===== src/rtl/scu_pkg.sv =====
// Shared definitions for the decode/issue stage: instruction field layout,
// opcode values and the per-opcode control decode.
package scu_pkg;

    localparam int REG_AW   = 6;
    localparam int NUM_REGS = 64;
    localparam int INSTR_W  = 32;

    localparam int OPC_HI = 31;
    localparam int OPC_LO = 28;
    localparam int RD_HI  = 27;
    localparam int RD_LO  = 22;
    localparam int RS_HI  = 21;
    localparam int RS_LO  = 16;
    localparam int RT_HI  = 15;
    localparam int RT_LO  = 10;

    localparam logic [3:0] OP_NOP  = 4'h0;
    localparam logic [3:0] OP_ST   = 4'h3;
    localparam logic [3:0] OP_ADD  = 4'h4;
    localparam logic [3:0] OP_INC  = 4'h5;
    localparam logic [3:0] OP_NEG  = 4'h6;
    localparam logic [3:0] OP_SUB  = 4'h7;
    localparam logic [3:0] OP_J    = 4'h8;
    localparam logic [3:0] OP_BRZ  = 4'h9;
    localparam logic [3:0] OP_JM   = 4'hA;
    localparam logic [3:0] OP_BRN  = 4'hB;
    localparam logic [3:0] OP_LD   = 4'hE;
    localparam logic [3:0] OP_SVPC = 4'hF;

    typedef struct packed {
        logic use_rs;
        logic use_rt;
        logic regwrite;
        logic memread;
        logic memwrite;
        logic jump;
        logic brz;
        logic brn;
    } ctrl_t;

    // Unlisted opcodes fall through to the all-zero (NOP) control word.
    function automatic ctrl_t decode_op(input logic [3:0] op);
        ctrl_t c;
        c = '0;
        case (op)
            OP_ST:          begin c.use_rs = 1'b1; c.use_rt = 1'b1; c.memwrite = 1'b1; end
            OP_ADD, OP_SUB: begin c.use_rs = 1'b1; c.use_rt = 1'b1; c.regwrite = 1'b1; end
            OP_INC, OP_NEG: begin c.use_rs = 1'b1; c.regwrite = 1'b1; end
            OP_LD:          begin c.use_rs = 1'b1; c.regwrite = 1'b1; c.memread = 1'b1; end
            OP_J:           begin c.use_rs = 1'b1; c.jump = 1'b1; end
            OP_BRZ:         begin c.use_rs = 1'b1; c.brz = 1'b1; end
            OP_BRN:         begin c.use_rs = 1'b1; c.brn = 1'b1; end
            OP_JM:          begin c.use_rs = 1'b1; c.memread = 1'b1; c.jump = 1'b1; end
            OP_SVPC:        begin c.regwrite = 1'b1; end
            default:        c = '0;
        endcase
        return c;
    endfunction

endpackage


===== src/rtl/scu_scoreboard.sv =====
// Pending-write scoreboard: one busy bit per register plus an outstanding
// write counter, with same-cycle writeback bypass on the hazard query.
module scu_scoreboard
    import scu_pkg::*;
#(
    parameter int MAX_PENDING = 8
) (
    input  logic              clock,
    input  logic              reset,
    input  logic [REG_AW-1:0] q_rs,
    input  logic [REG_AW-1:0] q_rt,
    input  logic [REG_AW-1:0] q_rd,
    input  logic              q_use_rs,
    input  logic              q_use_rt,
    input  logic              q_use_rd,
    output logic              hazard,
    input  logic              set_en,
    input  logic [REG_AW-1:0] set_rd,
    input  logic              wb_valid,
    input  logic [REG_AW-1:0] wb_rd
);

    localparam int CNT_W = $clog2(MAX_PENDING + 1);

    logic [NUM_REGS-1:0] busy_q, busy_d;
    logic [NUM_REGS-1:0] wb_mask, busy_eff;
    logic [CNT_W-1:0]    pend_cnt_q, pend_cnt_d;
    logic                clr_en, pend_full;

    always_comb begin
        wb_mask = '0;
        if (wb_valid) wb_mask[wb_rd] = 1'b1;
        busy_eff  = busy_q & ~wb_mask;
        pend_full = (pend_cnt_q == CNT_W'(MAX_PENDING));

        hazard = (q_use_rs && busy_eff[q_rs]) ||
                 (q_use_rt && busy_eff[q_rt]) ||
                 (q_use_rd && (busy_eff[q_rd] || pend_full));

        // A writeback to a register that is not pending is ignored entirely.
        clr_en = wb_valid && busy_q[wb_rd];

        busy_d = busy_q;
        if (clr_en) busy_d[wb_rd]  = 1'b0;
        if (set_en) busy_d[set_rd] = 1'b1;

        pend_cnt_d = pend_cnt_q;
        if (set_en && !clr_en && !pend_full)
            pend_cnt_d = pend_cnt_q + CNT_W'(1);
        else if (clr_en && !set_en && (pend_cnt_q != '0))
            pend_cnt_d = pend_cnt_q - CNT_W'(1);
    end

    always_ff @(posedge clock or posedge reset) begin
        if (reset) begin
            busy_q     <= '0;
            pend_cnt_q <= '0;
        end else begin
            busy_q     <= busy_d;
            pend_cnt_q <= pend_cnt_d;
        end
    end

endmodule


===== src/rtl/scu_decode_issue.sv =====
// Decode/issue stage: one-entry holding register, hazard-gated issue through
// an output register to execute, register-file read addresses from the hold.
module scu_decode_issue
    import scu_pkg::*;
#(
    parameter int MAX_PENDING = 8,
    parameter int PC_W        = 32
) (
    input  logic              clock,
    input  logic              reset,
    input  logic              in_valid,
    output logic              in_ready,
    input  logic [31:0]       in_instr,
    input  logic [PC_W-1:0]   in_pc,
    input  logic              flush,
    input  logic              wb_valid,
    input  logic [5:0]        wb_rd,
    output logic [5:0]        rf_rs_addr,
    output logic [5:0]        rf_rt_addr,
    output logic              out_valid,
    input  logic              out_ready,
    output logic [3:0]        out_opcode,
    output logic [5:0]        out_rd,
    output logic [5:0]        out_rs,
    output logic [5:0]        out_rt,
    output logic [5:0]        out_imm,
    output logic [PC_W-1:0]   out_pc,
    output logic              out_regwrite,
    output logic              out_memread,
    output logic              out_memwrite,
    output logic              out_jump,
    output logic              out_brz,
    output logic              out_brn
);

    // Only the opcode and register fields are kept; the low bits carry nothing we use.
    logic [OPC_HI:RT_LO] hold_instr_q, hold_instr_d;
    logic [PC_W-1:0]     hold_pc_q, hold_pc_d;
    logic                hold_valid_q, hold_valid_d;

    logic                out_valid_q, out_valid_d;
    logic [3:0]          out_opcode_q, out_opcode_d;
    logic [5:0]          out_rd_q, out_rd_d;
    logic [5:0]          out_rs_q, out_rs_d;
    logic [5:0]          out_rt_q, out_rt_d;
    logic [PC_W-1:0]     out_pc_q, out_pc_d;
    logic [5:0]          out_flags_q, out_flags_d;

    logic [3:0]          h_op;
    logic [REG_AW-1:0]   h_rd, h_rs, h_rt;
    ctrl_t               h_ctrl;
    logic                hazard, issue, accept;
    logic                unused_instr_bits;

    assign unused_instr_bits = ^in_instr[RT_LO-1:0];

    assign h_op   = hold_instr_q[OPC_HI:OPC_LO];
    assign h_rd   = hold_instr_q[RD_HI:RD_LO];
    assign h_rs   = hold_instr_q[RS_HI:RS_LO];
    assign h_rt   = hold_instr_q[RT_HI:RT_LO];
    assign h_ctrl = decode_op(h_op);

    scu_scoreboard #(
        .MAX_PENDING (MAX_PENDING)
    ) u_sb (
        .clock    (clock),
        .reset    (reset),
        .q_rs     (h_rs),
        .q_rt     (h_rt),
        .q_rd     (h_rd),
        .q_use_rs (h_ctrl.use_rs),
        .q_use_rt (h_ctrl.use_rt),
        .q_use_rd (h_ctrl.regwrite),
        .hazard   (hazard),
        .set_en   (issue && h_ctrl.regwrite),
        .set_rd   (h_rd),
        .wb_valid (wb_valid),
        .wb_rd    (wb_rd)
    );

    always_comb begin
        issue    = hold_valid_q && !hazard && !flush && (!out_valid_q || out_ready);
        in_ready = !flush && (!hold_valid_q || issue);
        accept   = in_valid && in_ready;

        rf_rs_addr = hold_valid_q ? h_rs : '0;
        rf_rt_addr = hold_valid_q ? h_rt : '0;

        hold_valid_d = hold_valid_q;
        hold_instr_d = hold_instr_q;
        hold_pc_d    = hold_pc_q;
        if (flush) begin
            hold_valid_d = 1'b0;
        end else if (accept) begin
            hold_valid_d = 1'b1;
            hold_instr_d = in_instr[OPC_HI:RT_LO];
            hold_pc_d    = in_pc;
        end else if (issue) begin
            hold_valid_d = 1'b0;
        end

        out_valid_d  = out_valid_q;
        out_opcode_d = out_opcode_q;
        out_rd_d     = out_rd_q;
        out_rs_d     = out_rs_q;
        out_rt_d     = out_rt_q;
        out_pc_d     = out_pc_q;
        out_flags_d  = out_flags_q;
        if (flush) begin
            out_valid_d = 1'b0;
        end else if (issue) begin
            out_valid_d  = 1'b1;
            out_opcode_d = h_op;
            out_rd_d     = h_rd;
            out_rs_d     = h_rs;
            out_rt_d     = h_rt;
            out_pc_d     = hold_pc_q;
            out_flags_d  = {h_ctrl.regwrite, h_ctrl.memread, h_ctrl.memwrite,
                            h_ctrl.jump, h_ctrl.brz, h_ctrl.brn};
        end else if (out_ready) begin
            out_valid_d = 1'b0;
        end
    end

    always_ff @(posedge clock or posedge reset) begin
        if (reset) begin
            hold_valid_q <= 1'b0;
            hold_instr_q <= '0;
            hold_pc_q    <= '0;
            out_valid_q  <= 1'b0;
            out_opcode_q <= '0;
            out_rd_q     <= '0;
            out_rs_q     <= '0;
            out_rt_q     <= '0;
            out_pc_q     <= '0;
            out_flags_q  <= '0;
        end else begin
            hold_valid_q <= hold_valid_d;
            hold_instr_q <= hold_instr_d;
            hold_pc_q    <= hold_pc_d;
            out_valid_q  <= out_valid_d;
            out_opcode_q <= out_opcode_d;
            out_rd_q     <= out_rd_d;
            out_rs_q     <= out_rs_d;
            out_rt_q     <= out_rt_d;
            out_pc_q     <= out_pc_d;
            out_flags_q  <= out_flags_d;
        end
    end

    // Immediate and rt share bits [15:10].
    assign out_valid  = out_valid_q;
    assign out_opcode = out_opcode_q;
    assign out_rd     = out_rd_q;
    assign out_rs     = out_rs_q;
    assign out_rt     = out_rt_q;
    assign out_imm    = out_rt_q;
    assign out_pc     = out_pc_q;
    assign {out_regwrite, out_memread, out_memwrite, out_jump, out_brz, out_brn} = out_flags_q;

endmodule


===== config.mk =====
export PLATFORM = sky130hd
export DESIGN_NAME = scu_decode_issue
export DESIGN_NICKNAME = d
export VERILOG_FILES = /design/src/rtl/scu_pkg.sv /design/src/rtl/scu_scoreboard.sv /design/src/rtl/scu_decode_issue.sv
export SDC_FILE = /design/constraint.sdc
export NUM_CORES = 1
export LEC_CHECK = 0
export ABC_AREA = 0
export CORE_UTILIZATION = 55
export DETAILED_ROUTE_END_ITERATION = 6
export PLACE_DENSITY = 0.85
export SYNTH_ARGS = -nofsm -noshare
export SYNTH_HDL_FRONTEND = slang
export SYNTH_SLANG_ARGS = --single-unit

===== constraint.sdc =====
create_clock -name clock -period 7.95 [get_ports clock]
set_input_delay 1.59 -clock clock [delete_from_list [all_inputs] [get_ports clock]]
set_output_delay 1.59 -clock clock [all_outputs]
set_load 0.01 [all_outputs]

======== After elaboration in Yosys (flattened, before gate mapping) ========
Index checks and enable logic that the tools add are counted.
word-level totals
  register bits ........................... 184
  input port bits ......................... 76
  output and inout bits ................... 80
  word-level logic and storage cells ...... 110
operators by class
  add/sub/neg operators ................... 2
  order comparisons ....................... 6
  equality and inequality tests ........... 12
  mux-type cells .......................... 33
  bitwise logic cells ..................... 6
  reduce and logical (&&, ||, !) cells .... 39
operator list
  operator                                                               number
  64-bit 2-to-1 mux                                                      3
  64-bit AND                                                             2
  64-bit inverter                                                        2
  64-bit bitwise OR                                                      1
  4-bit == test, second input constant                                   7
  6-bit by 7-bit < comparator with 1-bit output, second input constant   4
  1-bit binary-select mux with 6-bit select                              4
  1-bit 2-to-1 mux                                                       20
  4-bit by 3-bit == test with 1-bit output, second input constant        4
  1-bit logical AND                                                      16
  1-bit demux with 6-bit select                                          2
  6-bit by 1-bit >= comparator with 1-bit output, second input constant  2
  6-bit 2-to-1 mux                                                       2
  10-bit OR reduction                                                    1
  4-bit 2-to-1 mux                                                       2
  1-bit zero test                                                        7
  3-bit nonzero test                                                     2
  6-bit OR reduction                                                     1
  1-bit logical OR                                                       5
  4-bit by 1-bit adder with 4-bit output, second input constant          1
  4-bit by 2-bit == test with 1-bit output, second input constant        1
  2-bit AND reduction                                                    2
  4-bit nonzero test                                                     1
  2-bit OR reduction                                                     2
  other kinds (4)                                                        4

======== Logic depth before layout (Yosys ltp) ========
Gate-level depths: netlist of the first run.
  depth in word-level cells ............... 22
  mapped depth ............................ 17
  depth with buffers taken out ............ 15

======== Modules after synthesis ========
A second synthesis of the first run with hierarchy kept.
second synthesis, totals
  cell total of the unflattened synthesis .. 928
  area total of the unflattened synthesis .. 10,110.9 µm²
by module, submodules not included
  module            instances  cells each  area each (µm²)  seq. area each (µm²)
  scu_scoreboard    1          635         5,494.0          1,701.6
  scu_decode_issue  1          293         4,616.9          2,902.8

======== Worst setup path before layout of the first run ========
OpenSTA, ideal clock, no wires.
  path type ............................... in2out
  start ................................... in wb_valid
  end ..................................... out in_ready
  arrival ................................. 3.884 ns
  required time ........................... 6.360 ns
  setup slack ............................. 2.476 ns
  stages on the path ...................... 11
  path buffers ............................ 2
  cells stage by stage .................... buf_4 -> or4b_1 -> buf_2 -> o21ai_2 -> mux4_2 -> o22ai_1 -> a211o_1 -> a22oi_2 -> nand4_4 -> o21ai_0 -> nor2b_1
on the way
  longest elaborated chain between the ends .. 14
  elaborated cells between the ends (all ways) .. 21
  classes of those cells .................. mux (7); bitwise (2); reduce/logical (12)
ends and longest elaborated chain
  element                                                              RTL line                                                          RTL
  start: declaration                                                   scu_decode_issue.sv:16                                            input logic wb_valid,
  64-bit 2-to-1 mux *                                                  scu_scoreboard.sv:32                                              if (wb_valid) wb_mask[wb_rd] = 1'b1;
  64-bit inverter *                                                    scu_scoreboard.sv:33                                              busy_eff = busy_q & ~wb_mask;
  64-bit AND *                                                         scu_scoreboard.sv:33
  1-bit binary-select mux with 6-bit select, on equally long branches  scu_scoreboard.sv:36, scu_scoreboard.sv:38, scu_scoreboard.sv:37
  1-bit 2-to-1 mux, on equally long branches                           scu_scoreboard.sv:36, scu_scoreboard.sv:38, scu_scoreboard.sv:37
  1-bit logical AND, or another cell as far along                      scu_scoreboard.sv:36                                              hazard = (q_use_rs && busy_eff[q_rs]) ||
  1-bit logical OR or 1-bit logical AND (tied branches)                scu_scoreboard.sv:36, scu_scoreboard.sv:38
  1-bit logical OR *                                                   scu_scoreboard.sv:37                                              (q_use_rt && busy_eff[q_rt]) ||
  1-bit zero test *                                                    scu_decode_issue.sv:82                                            issue = hold_valid_q && !hazard && !flush && (!out_valid_q || out_ready);
  1-bit logical AND * (3 in series)                                    scu_decode_issue.sv:82
  1-bit logical OR *                                                   scu_decode_issue.sv:83                                            in_ready = !flush && (!hold_valid_q || issue);
  1-bit logical AND *                                                  scu_decode_issue.sv:83
  end: declaration                                                     scu_decode_issue.sv:12                                            output logic in_ready,
Every way passes the cells marked *; elsewhere a longest branch is shown, timed or not. The select of a mux whose other input is x is not followed.

======== Final worst setup path of the first run ========
  start ................................... in wb_rd[2]
  end ..................................... out in_ready
on the way
  longest elaborated chain between the ends .. 18
  elaborated cells between the ends (all ways) .. 26
  classes of those cells .................. order compare (2); mux (9); bitwise (2); reduce/logical (13)
ends and longest elaborated chain
  element                                                                                                                                RTL line                                                          RTL
  start: declaration                                                                                                                     scu_decode_issue.sv:17                                            input logic [5:0] wb_rd,
  6-bit by 7-bit < comparator with 1-bit output (implied by the code) or 6-bit by 1-bit >= comparator with 1-bit output (tied branches)  scu_scoreboard.sv:32
  1-bit logical AND (implied by the code)                                                                                                scu_scoreboard.sv:32
  1-bit 2-to-1 mux (implied by the code)                                                                                                 scu_scoreboard.sv:32
  1-bit demux with 6-bit select *                                                                                                        --
  64-bit 2-to-1 mux *                                                                                                                    scu_scoreboard.sv:32
  64-bit inverter *                                                                                                                      scu_scoreboard.sv:33
  64-bit AND *                                                                                                                           scu_scoreboard.sv:33
  1-bit binary-select mux with 6-bit select, on equally long branches                                                                    scu_scoreboard.sv:36, scu_scoreboard.sv:38, scu_scoreboard.sv:37
  1-bit 2-to-1 mux, on equally long branches                                                                                             scu_scoreboard.sv:36, scu_scoreboard.sv:38, scu_scoreboard.sv:37
  1-bit logical AND, or another cell as far along                                                                                        scu_scoreboard.sv:36
  1-bit logical OR or 1-bit logical AND (tied branches)                                                                                  scu_scoreboard.sv:36, scu_scoreboard.sv:38
  1-bit logical OR *                                                                                                                     scu_scoreboard.sv:37
  1-bit zero test *                                                                                                                      scu_decode_issue.sv:82
  1-bit logical AND * (3 in series)                                                                                                      scu_decode_issue.sv:82
  1-bit logical OR *                                                                                                                     scu_decode_issue.sv:83
  1-bit logical AND *                                                                                                                    scu_decode_issue.sv:83
Marked as above.

==> results of run 1 <==
## layer usage
layer / part of all wire / routed length [um]
met1: 0.37 / 12800
met3: 0.14 / 4730
met4: 0.037 / 1280
met5: 0 / 0
met2: 0.45 / 15700
## sequential cells by signal (all words and copies together) (netlist names)
signal and count:
hold_instr_q 22, hold_pc_q 32, hold_valid_q 1, out_flags_q 6, out_imm 6, out_opcode 4, out_pc 32, out_rd 6
out_rs 6, out_valid 1, u_sb.busy_q 64, u_sb.pend_cnt_q 4
## cell families after synthesis
family,after synthesis,share of synthesized area
flops,184,0.448
fa+ha+maj,3,0.00438
simple gates,173,0.0937
xor+xnor,3,0.00256
buf+inv,103,0.0469
compound gates,294,0.182
mux,164,0.222
## critical path, delay by kind of cell
kind / cells / cell delay, ns
muxes: 1 / 0.37
AOI/OAI and AO/OA: 5 / 1.34
buffers and inverters: 4 / 1.60
and+or+nand+nor: 3 / 0.79
## where the power goes
| group | internal [mW] | switching [mW] |
|---|---|---|
| combinational | 0.888 | 0.841 |
| sequential | 1.24 | 0.315 |
| clock | 0.436 | 0.431 |
| total | 2.57 | 1.59 |
## layout by cell type (no fill, tap or decap), drive strengths merged, types with 4 or more instances in the layout
master | netlist | layout
nor3 | 10 | 10
o31ai | 6 | 6
nor2 | 38 | 38
mux2i | 17 | 17
clkinv | 1 | 7
o22ai | 15 | 15
nand3b | 8 | 8
dfrtp | 184 | 184
and2 | 13 | 13
buf | 39 | 39
inv | 22 | 30
or3 | 8 | 8
clkdlybuf4s50 | 0 | 145
nand3 | 18 | 18
nand4b | 4 | 4
or3b | 4 | 4
nand2 | 29 | 29
nand2b | 6 | 6
a211oi | 5 | 5
nor3b | 4 | 4
o211ai | 43 | 43
a21oi | 18 | 18
o2111ai | 8 | 8
mux2 | 123 | 123
nand4 | 4 | 4
o21ai | 148 | 148
nor2b | 13 | 13
clkbuf | 41 | 18
a221oi | 5 | 5
mux4 | 24 | 24
o221ai | 4 | 4
## layout make-up
class / count / area [um^2]
Fill cell: 1242 / 5600
Multi-Input combinational cell: 637 / 5200
Sequential cell: 184 / 4600
Timing Repair Buffer: 184 / 1760
Clock buffer: 18 / 439
Tap cell: 229 / 287
Clock inverter: 14 / 173
Inverter: 23 / 91.3
## path summary, 6_finish.rpt
check / slack (ns) / startpoint / depth (start not counted) / to
max in group asynchronous: 4.62 / reset / 3 / out_opcode[0]
worst min register to register: 0.51 / out_pc[9] / 1 / out_pc[9]
worst max-delay path: 0.65 / wb_rd[2] / 13 / in_ready
worst max register to register: 3.16 / hold_instr_q[10] / 14 / u_sb.pend_cnt_q[3]
worst min-delay path: 0.51 / out_pc[9] / 1 / out_pc[9]
min in group asynchronous: 1.74 / reset / 2 / out_pc[26]
==> impl_results.rst, run 1 <==
.. list-table::
   :header-rows: 1

   * - Metric
     - Value
   * - Ys async rst share
     - 1.00
   * - Global-route met1 utilization
     - 0.470
   * - Detailed Place HPWL
     - 23200 um
   * - Met3 Resource Use GR
     - 0.126
   * - Most used routing layer in global routing
     - met2
   * - Total number of vias
     - 8806
   * - Worst hold slack after final layout
     - 0.513 ns
   * - Share of the clock period used by the worst path
     - 0.918
   * - Minimum setup slack after placement
     - 0.748 ns
   * - Critical path class
     - input pin to output pin
   * - Actual transition at the worst max-transition pin
     - 0.992 ns
   * - Required time of the critical path
     - 6.36 ns
   * - X dimension of the die
     - 139 um
   * - Placed standard-cell area
     - 11900 um^2
   * - Routed wire length
     - 34500 um
   * - Worst Path Max Fanout
     - 11
   * - Via count of the first global-routing pass
     - 8873
   * - Max Slew Vio Count
     - 0
   * - CP max stage delay
     - 0.56 ns
   * - Mean post-synth cell area
     - 11.1 um^2
   * - Post-DRT Antenna Nets
     - 0
   * - Port buffer count
     - 145
   * - Yosys top cell area share
     - 0.448
   * - Status
     - finished, violations left
   * - Post-Synthesis Cell Area
     - 10300 um^2
   * - Number of unique standard cell types used by synthesis
     - 77
   * - Most used standard cells in the synthesized netlist
     - sky130_fd_sc_hd__dfrtp_1 (184), sky130_fd_sc_hd__o21ai_0 (123), sky130_fd_sc_hd__mux2_2 (73), sky130_fd_sc_hd__mux2_4 (50), sky130_fd_sc_hd__o211ai_1 (43)
   * - Number of instances in the placed design
     - 1257
   * - Number of nets in the layout
     - 1126
   * - Standard-cell rows
     - 49
   * - Sum Neg Setup Slack
     - 0 ns
   * - Cell area after layout
     - 12600 um^2
   * - Number of search-and-repair iterations in the first detailed-routing pass
     - 7
   * - Number of buffers inserted by hold repair at cts
     - 0
   * - Critical Path Slowest Stage Cell
     - sky130_fd_sc_hd__clkdlybuf4s50_1
   * - Met2 demand-to-capacity share in global routing
     - 0.567
   * - Mean routed wirelength per cell
     - 26.8 um
   * - Non-filler cells in the finished layout
     - 1289
   * - Highest Clock Rate
     - 137 MHz
   * - Kind of capture point of the worst setup path
     - output pin
   * - Number of flops mapped to enable cells by yosys
     - 0
   * - Buffer type at the clock tree root
     - sky130_fd_sc_hd__clkbuf_16
   * - Primary flip-flop cell chosen by synthesis mapping
     - sky130_fd_sc_hd__dfrtp_1
   * - # Post-CTS Setup Buffers
     - 0
   * - Final critical-path required period
     - 7.30 ns
   * - Largest net degree at the start of global routing
     - 109
   * - Power density over the cells
     - 331 nW/um^2
   * - Layout cell share with drive strength beyond 1
     - 0.220
   * - Die Footprint
     - 19200 um^2
   * - Post-route core utilization
     - 0.692
   * - Deepest level of the CTS H-tree
     - 4
   * - Synthesized netlist cell count
     - 924
   * - Final Hold Fails
     - 0
   * - Maximum vdd drop
     - 0.000256 V
   * - Total grt overflow
     - 0
   * - Final Worst Setup Slack
     - 0.650 ns
   * - Count of unresolved DRC violations after routing
     - 4
   * - Weighted congestion reported at the end of routability-driven placement
     - 1.02
   * - Cell with the most instances after synthesis
     - sky130_fd_sc_hd__dfrtp_1
   * - Max capacitance violation total
     - 0
   * - Number of gates given a new drive strength after cts
     - 0
   * - Critical Path Source Type
     - input pin
   * - Total global-route track usage
     - 0.365
   * - Synth-to-Final Area Change
     - 22.1%
   * - Number of DRC markers after the initial detailed-route iteration
     - 1207
   * - Total power of the final layout
     - 4.16 mW
   * - Violated checks
     - design-rule violations
   * - Part of the Yosys area used for sequential elements
     - 0.448
   * - Starting Density
     - 0.566
   * - Fin Clk Skew
     - 0.0211 ns
   * - Total nets after synthesis
     - 1003
   * - Antenna violations before repair
     - 0
   * - First-pass GRT wire length
     - 53100 um
   * - Count of endpoints failing setup in the final report
     - 0
   * - Worst slew margin
     - 0.338
   * - Cell-by-cell listing of the critical path
     - clkdlybuf4s50_1 -> buf_4 -> nand4b_1 -> buf_4 -> o21ai_0 -> mux4_2 -> o22ai_1 -> a211o_1 -> a22oi_2 -> nand4_4 -> o21ai_0 -> nor2b_1 -> clkdlybuf4s50_1
   * - Clock insertion delay at the later pin of the skew report
     - 0.45 ns
   * - Ports placed on the boundary
     - 156
   * - Area contributors post-synth
     - sky130_fd_sc_hd__dfrtp_1 (45%), sky130_fd_sc_hd__mux2_2 (8.0%), sky130_fd_sc_hd__mux2_4 (7.3%)
   * - Clock tree from TritonCTS
     - built
   * - Worst-path clk slew
     - 0.08 ns
   * - Arrival time worst endpoint
     - 5.71 ns
   * - Number of storage elements in the synthesis netlist
     - 184
   * - Diode count
     - 0
   * - Leakage power of the design
     - 5.13 nW
   * - Num Clock Sinks
     - 184
   * - Die boundary height
     - 139 um
   * - Worst min-delay path category
     - flip-flop to flip-flop
   * - Total number of yosys warnings
     - 0
   * - Number of CTS-inserted buffers
     - 17
   * - Setup repair after global routing missed its margin
     - false
   * - Maximum clock insertion buffer count
     - 2
   * - Vias per inst
     - 6.83
   * - Post-synth top area cell
     - sky130_fd_sc_hd__dfrtp_1
   * - Area of the placeable core
     - 18100 um^2
(Power assumes the default switching activity.)
==> run 2: changes to the inputs <==
CORE_UTILIZATION = 47   (was 55)
PLACE_DENSITY = 0.75   (was 0.85)
==> impl_results.rst, run 2 (synthesis gave the netlist of run 1 again) <==
.. list-table::
   :header-rows: 1

   * - Metric
     - Value
   * - Final Hold Fails
     - 0
   * - Leakage power of the design
     - 5.08 nW
   * - # Post-CTS Setup Buffers
     - 0
   * - Kind of capture point of the worst setup path
     - output pin
   * - Worst hold slack after final layout
     - 0.506 ns
   * - Power density over the cells
     - 323 nW/um^2
   * - Count of unresolved DRC violations after routing
     - 0
   * - Required time of the critical path
     - 6.36 ns
   * - Portion of total power attributed to combinational logic
     - 0.407
   * - Post-DRT Antenna Nets
     - 0
   * - Total grt overflow
     - 0
   * - Max capacitance violation total
     - 0
   * - Worst min-delay path category
     - flip-flop to flip-flop
   * - Critical Path Source Type
     - input pin
   * - Maximum vdd drop
     - 0.000212 V
   * - Synth-to-Final Area Change
     - 21.7%
   * - X dimension of the die
     - 150 um
   * - Buffer type at the clock tree root
     - sky130_fd_sc_hd__clkbuf_16
   * - Number of DRC markers after the initial detailed-route iteration
     - 953
   * - Fin Clk Skew
     - 0.0115 ns
   * - Worst Path Max Fanout
     - 10
   * - Capturing point of the worst reg2reg path
     - u_sb.pend_cnt_q[3]
   * - Deepest level of the CTS H-tree
     - 4
   * - Non-filler cells in the finished layout
     - 1325
   * - Weighted congestion reported at the end of routability-driven placement
     - 0.998
   * - Die Footprint
     - 22500 um^2
   * - Clock tree from TritonCTS
     - built
   * - Most frequent cells in the layout
     - sky130_fd_sc_hd__dfrtp_1 (184), sky130_fd_sc_hd__clkdlybuf4s50_1 (145), sky130_fd_sc_hd__o21ai_0 (123)
   * - Minimum setup slack after placement
     - 0.757 ns
   * - Number of CTS-inserted buffers
     - 17
   * - Largest net degree at the start of global routing
     - 105
   * - Setup slack, reg-to-reg
     - 2.62 ns
   * - Actual transition at the worst max-transition pin
     - 1.01 ns
   * - Total global-route track usage
     - 0.296
   * - Starting Density
     - 0.484
   * - Internal power
     - 2.54 mW
   * - Beginning of the worst register-to-register path
     - hold_instr_q[17]
   * - Ports placed on the boundary
     - 156
   * - Biggest register
     - u_sb.busy_q
   * - Total power of the final layout
     - 4.04 mW
   * - Antenna violations before repair
     - 0
   * - Diode count
     - 0
   * - Layout fillers
     - 1724
   * - FF-to-FF path depth
     - 13
   * - Routed wire length
     - 32100 um
   * - Final Worst Setup Slack
     - 0.610 ns
   * - Layout cell share with drive strength beyond 1
     - 0.211
   * - Total number of vias
     - 8533
   * - Footprint of the multi-input gates
     - 5200 um^2
   * - Cell depth of the worst hold path
     - 1
   * - Number of nets in the layout
     - 1116
   * - Final critical-path required period
     - 7.34 ns
   * - Die boundary height
     - 150 um
   * - Worst slew margin
     - 0.327
   * - Count of endpoints failing setup in the final report
     - 0
   * - Detailed Place HPWL
     - 22400 um
   * - Number of buffers inserted by hold repair at cts
     - 0
   * - Status
     - finished, final reports clean
   * - Launching element of the worst setup path
     - wb_valid
   * - Register area
     - 4600 um^2
   * - Number of gates given a new drive strength after cts
     - 0
   * - Max Slew Vio Count
     - 0
   * - Reported net switching power
     - 1.50 mW
   * - Number of flip-flops under the largest register name
     - 64
   * - Fraction of power consumed by the clock network
     - 0.207
   * - Sum Neg Setup Slack
     - 0 ns
   * - Area of the placeable core
     - 21200 um^2
   * - Num Clock Sinks
     - 184
   * - Sw frac
     - 0.371
   * - Arrival time worst endpoint
     - 5.75 ns
   * - Maximum clock insertion buffer count
     - 2
   * - Worst-path clk slew
     - 0.07 ns
   * - Via count of the first global-routing pass
     - 8368
   * - Port buffer count
     - 145
   * - Share of the clock period used by the worst path
     - 0.923
   * - WHS Endpoint
     - out_rd[2]
   * - Number of search-and-repair iterations in the first detailed-routing pass
     - 6
   * - First-pass GRT wire length
     - 49400 um
   * - Vias per inst
     - 6.44
   * - Clock insertion delay at the later pin of the skew report
     - 0.44 ns
   * - Setup repair after global routing missed its margin
     - false
   * - Worst hold path startpoint
     - out_rd[2]
   * - Mean routed wirelength per cell
     - 24.2 um
   * - Leading cell type in the layout, fill and taps excluded
     - sky130_fd_sc_hd__dfrtp_1
   * - Number of instances in the placed design
     - 1293
   * - Portion of total power attributed to sequential cells
     - 0.386
   * - Standard-cell rows
     - 53
   * - Highest Clock Rate
     - 136 MHz
   * - Critical path class
     - input pin to output pin
run 2: cell count changes in the layout (fill, tap and decap cells not counted):
cell | previous run | this run
sky130_fd_sc_hd__buf_4 | 38 | 27
sky130_fd_sc_hd__clkinv_8 | 5 | 2
sky130_fd_sc_hd__clkinv_4 | 1 | 3
sky130_fd_sc_hd__buf_12 | 1 | 2
sky130_fd_sc_hd__clkbuf_1 | 0 | 1
sky130_fd_sc_hd__clkbuf_8 | 1 | 0
sky130_fd_sc_hd__inv_6 | 4 | 5
run 2: per-stage QoR:
step | util | area (um^2)
CTS | 0.590 | 12500
global placement | 0.562 | 11900
global route | 0.590 | 12500
floorplan | - | 10300
finish | 0.590 | 12500
detailed placement | 0.562 | 11900
run 2: area by class of cell:
class | instances | share of cell area
tap | 275 | 0.0275
sequential | 184 | 0.368
clock buffer | 18 | 0.0343
clock inverter | 14 | 0.0120
multi-input combinational | 637 | 0.416
inverter | 23 | 0.00730
timing repair buffer | 174 | 0.135
run 2: critical path, cell delays in order:
cell and delay [ns]:
sky130_fd_sc_hd__clkdlybuf4s50_1 0.74, sky130_fd_sc_hd__or4b_1 0.82, sky130_fd_sc_hd__o21ai_0 0.67, sky130_fd_sc_hd__mux4_2 0.42
sky130_fd_sc_hd__and2_0 0.17, sky130_fd_sc_hd__o31ai_1 0.08, sky130_fd_sc_hd__o311ai_2 0.13, sky130_fd_sc_hd__nand4_4 0.15
sky130_fd_sc_hd__o21ai_0 0.25, sky130_fd_sc_hd__nor2b_1 0.15, sky130_fd_sc_hd__clkdlybuf4s50_1 0.57
run 2: how the worst max path moves through the flow:
stage / to / slack [ns] / cells after the start
6_report: in_ready / 0.61 / 11
3_3_place_gp: in_ready / 0.79 / 11
5_1_grt: in_ready / 0.46 / 13
3_5_place_dp: in_ready / 0.76 / 11
2_1_floorplan: hold_instr_q[10] / 1.36 / 1
4_1_cts: in_ready / 0.75 / 11
run 2: power by group through the flow:
stage / Clock, mW / Sequential (mW) / Combinational [mW]
detailed placement: 0 / 1.57 / 1.62
global placement: 0 / 1.55 / 1.60
global route: 0.879 / 1.60 / 1.76
finish: 0.836 / 1.56 / 1.65
CTS: 0.847 / 1.56 / 1.63
floorplan: 0 / 1.49 / 0.981
run 2: routing by layer:
layer  GRT usage  up-vias  share of wire
met3       0.133       83           0.14
met2       0.426      571           0.43
met4       0.112        0          0.034
met5           0        -              0
li1            -     3717              -
met1       0.390     4162           0.40
==> run 3: changes to the inputs <==
GPL_TIMING_DRIVEN = 0   (was default)
==> impl_results.rst, run 3 (synthesis gave the netlist of run 1 again) <==
.. list-table::
   :header-rows: 1

   * - Metric
     - Value
   * - Num Clock Sinks
     - 184
   * - Worst Path Max Fanout
     - 10
   * - Capturing instance or port of the critical path
     - in_ready
   * - Setup slack, reg-to-reg
     - 2.98 ns
   * - Setup repair after global routing missed its margin
     - false
   * - Layout fillers
     - 1776
   * - Largest net degree at the start of global routing
     - 94
   * - Kind of capture point of the worst setup path
     - output pin
   * - Actual transition at the worst max-transition pin
     - 0.875 ns
   * - Arrival time worst endpoint
     - 5.81 ns
   * - # Post-CTS Setup Buffers
     - 0
   * - Number of gates given a new drive strength after cts
     - 0
   * - Share of the clock period used by the worst path
     - 0.930
   * - Number of CTS-inserted buffers
     - 17
   * - Most frequent cells in the layout
     - sky130_fd_sc_hd__dfrtp_1 (184), sky130_fd_sc_hd__clkdlybuf4s50_1 (144), sky130_fd_sc_hd__o21ai_0 (123)
   * - Worst slew margin
     - 0.410
   * - Worst-path clk slew
     - 0.07 ns
   * - Clock insertion delay at the later pin of the skew report
     - 0.45 ns
   * - Antenna violations before repair
     - 0
   * - Routed wire length
     - 35900 um
   * - Weighted congestion reported at the end of routability-driven placement
     - 0.990
   * - Required time of the critical path
     - 6.36 ns
   * - Ports placed on the boundary
     - 156
   * - Highest Clock Rate
     - 135 MHz
   * - Critical Path Source Type
     - input pin
   * - Detailed Place HPWL
     - 26500 um
   * - Max capacitance violation total
     - 0
   * - Max Slew Vio Count
     - 0
   * - FF-to-FF path depth
     - 15
   * - Maximum vdd drop
     - 0.000190 V
   * - Deepest level of the CTS H-tree
     - 4
   * - Total grt overflow
     - 0
   * - Critical path class
     - input pin to output pin
   * - X dimension of the die
     - 150 um
   * - Total length of routed met2 wires
     - 15800 um
   * - Routed metal-1 wirelength
     - 14700 um
   * - Number of flip-flops under the largest register name
     - 64
   * - Capturing point of the worst reg2reg path
     - u_sb.pend_cnt_q[3]
   * - Sum Neg Setup Slack
     - 0 ns
   * - Die Footprint
     - 22500 um^2
   * - Status
     - finished, final reports clean
   * - Mean routed wirelength per cell
     - 26.1 um
   * - Final critical-path required period
     - 7.40 ns
   * - Count of unresolved DRC violations after routing
     - 0
   * - Final Hold Fails
     - 0
   * - Buffer type at the clock tree root
     - sky130_fd_sc_hd__clkbuf_16
   * - Total global-route track usage
     - 0.333
   * - Biggest register
     - u_sb.busy_q
   * - Wire length on met3
     - 4040 um
   * - Synth-to-Final Area Change
     - 23.4%
   * - Vias per inst
     - 6.45
   * - Number of DRC markers after the initial detailed-route iteration
     - 997
   * - Number of nets in the layout
     - 1167
   * - Leakage power of the design
     - 5.14 nW
   * - Total number of vias
     - 8874
   * - Launching element of the worst setup path
     - wb_rd[2]
   * - Number of buffers inserted by hold repair at cts
     - 0
   * - Starting Density
     - 0.484
   * - Die boundary height
     - 150 um
   * - Via count of the first global-routing pass
     - 8889
   * - Clock tree from TritonCTS
     - built
   * - Port buffer count
     - 144
   * - Number of search-and-repair iterations in the first detailed-routing pass
     - 6
   * - Area of the placeable core
     - 21200 um^2
   * - Worst min-delay path category
     - flip-flop to flip-flop
   * - Count of endpoints failing setup in the final report
     - 0
   * - First-pass GRT wire length
     - 54800 um
   * - Beginning of the worst register-to-register path
     - hold_instr_q[24]
   * - Layout cell share with drive strength beyond 1
     - 0.205
   * - Fin Clk Skew
     - 0.0140 ns
   * - Standard-cell rows
     - 53
   * - Topmost layer with routed signal wires
     - met4
   * - Post-DRT Antenna Nets
     - 0
   * - Power density over the cells
     - 327 nW/um^2
   * - Leading cell type in the layout, fill and taps excluded
     - sky130_fd_sc_hd__dfrtp_1
   * - Diode count
     - 0
   * - Worst hold slack after final layout
     - 0.507 ns
   * - Maximum clock insertion buffer count
     - 2
## run 3: changes by cell type in the layout (fill, tap and decap cells not counted), sizes merged
cell           delta
buf              +11
clkinvlp          +2
inv               -2
clkbuf           +41
clkdlybuf4s50     -1
## run 3: layer usage
layer	GRT usage	vias to the layer above
met1	0.444	4380
met3	0.108	97
met5	0	-
met4	0.136	0
li1	-	3810
met2	0.500	587
## run 3: layout make-up
type | instances | area, um^2 | area share
multi-input combinational | 637 | 5190 | 0.409
sequential | 184 | 4600 | 0.363
buffer | 80 | 395 | 0.0312
timing repair buffer | 145 | 1470 | 0.116
inverter | 23 | 93.8 | 0.00740
clock buffer | 18 | 429 | 0.0338
clock inverter | 14 | 155 | 0.0122
tap | 275 | 344 | 0.0271
## run 3: through the flow
step / power (mW) / util / instances / setup WS (ns) / instance area, um^2
floorplan: 2.47 / - / 924 / 1.36 / 10300
global placement: 3.24 / 0.569 / 1343 / -1.17 / 12100
detailed placement: 3.26 / 0.570 / 1344 / 0.654 / 12100
CTS: 4.13 / 0.598 / 1376 / 0.643 / 12700
global route: 4.33 / 0.598 / 1376 / 0.372 / 12700
finish: 4.14 / 0.598 / 1376 / 0.554 / 12700
## run 3: worst max-delay path, stage by stage
cell                              delay (ns)
sky130_fd_sc_hd__clkdlybuf4s50_1        0.51
sky130_fd_sc_hd__or4b_1                 0.53
sky130_fd_sc_hd__buf_2                  0.25
sky130_fd_sc_hd__o21ai_1                0.49
sky130_fd_sc_hd__o2111ai_1              0.25
sky130_fd_sc_hd__o31ai_1                0.43
sky130_fd_sc_hd__o2111a_1               0.38
sky130_fd_sc_hd__a31o_2                 0.23
sky130_fd_sc_hd__nand4_4                0.16
sky130_fd_sc_hd__o21ai_0                0.26
sky130_fd_sc_hd__nor2b_1                0.16
sky130_fd_sc_hd__clkdlybuf4s50_1        0.56
## run 3: worst min-delay path by stage
| stage | from | to | cells past startpoint |
|---|---|---|---|
| after detailed placement | hold_pc_q[0] | hold_pc_q[0] | 1 |
| after CTS | out_rs[0] | out_rs[0] | 1 |
| after global routing | hold_pc_q[14] | hold_pc_q[14] | 1 |
| after floorplan | hold_pc_q[31] | hold_pc_q[31] | 1 |
| after global placement | hold_pc_q[31] | hold_pc_q[31] | 1 |
| final | out_rs[0] | out_rs[0] | 1 |
## run 3: power by group
part	switching, mW	internal (mW)	leakage, nW
Clock	0.434	0.422	0.279
Sequential	0.222	1.24	2.31
Combinational	0.922	0.899	2.55
Total	1.58	2.57	5.14
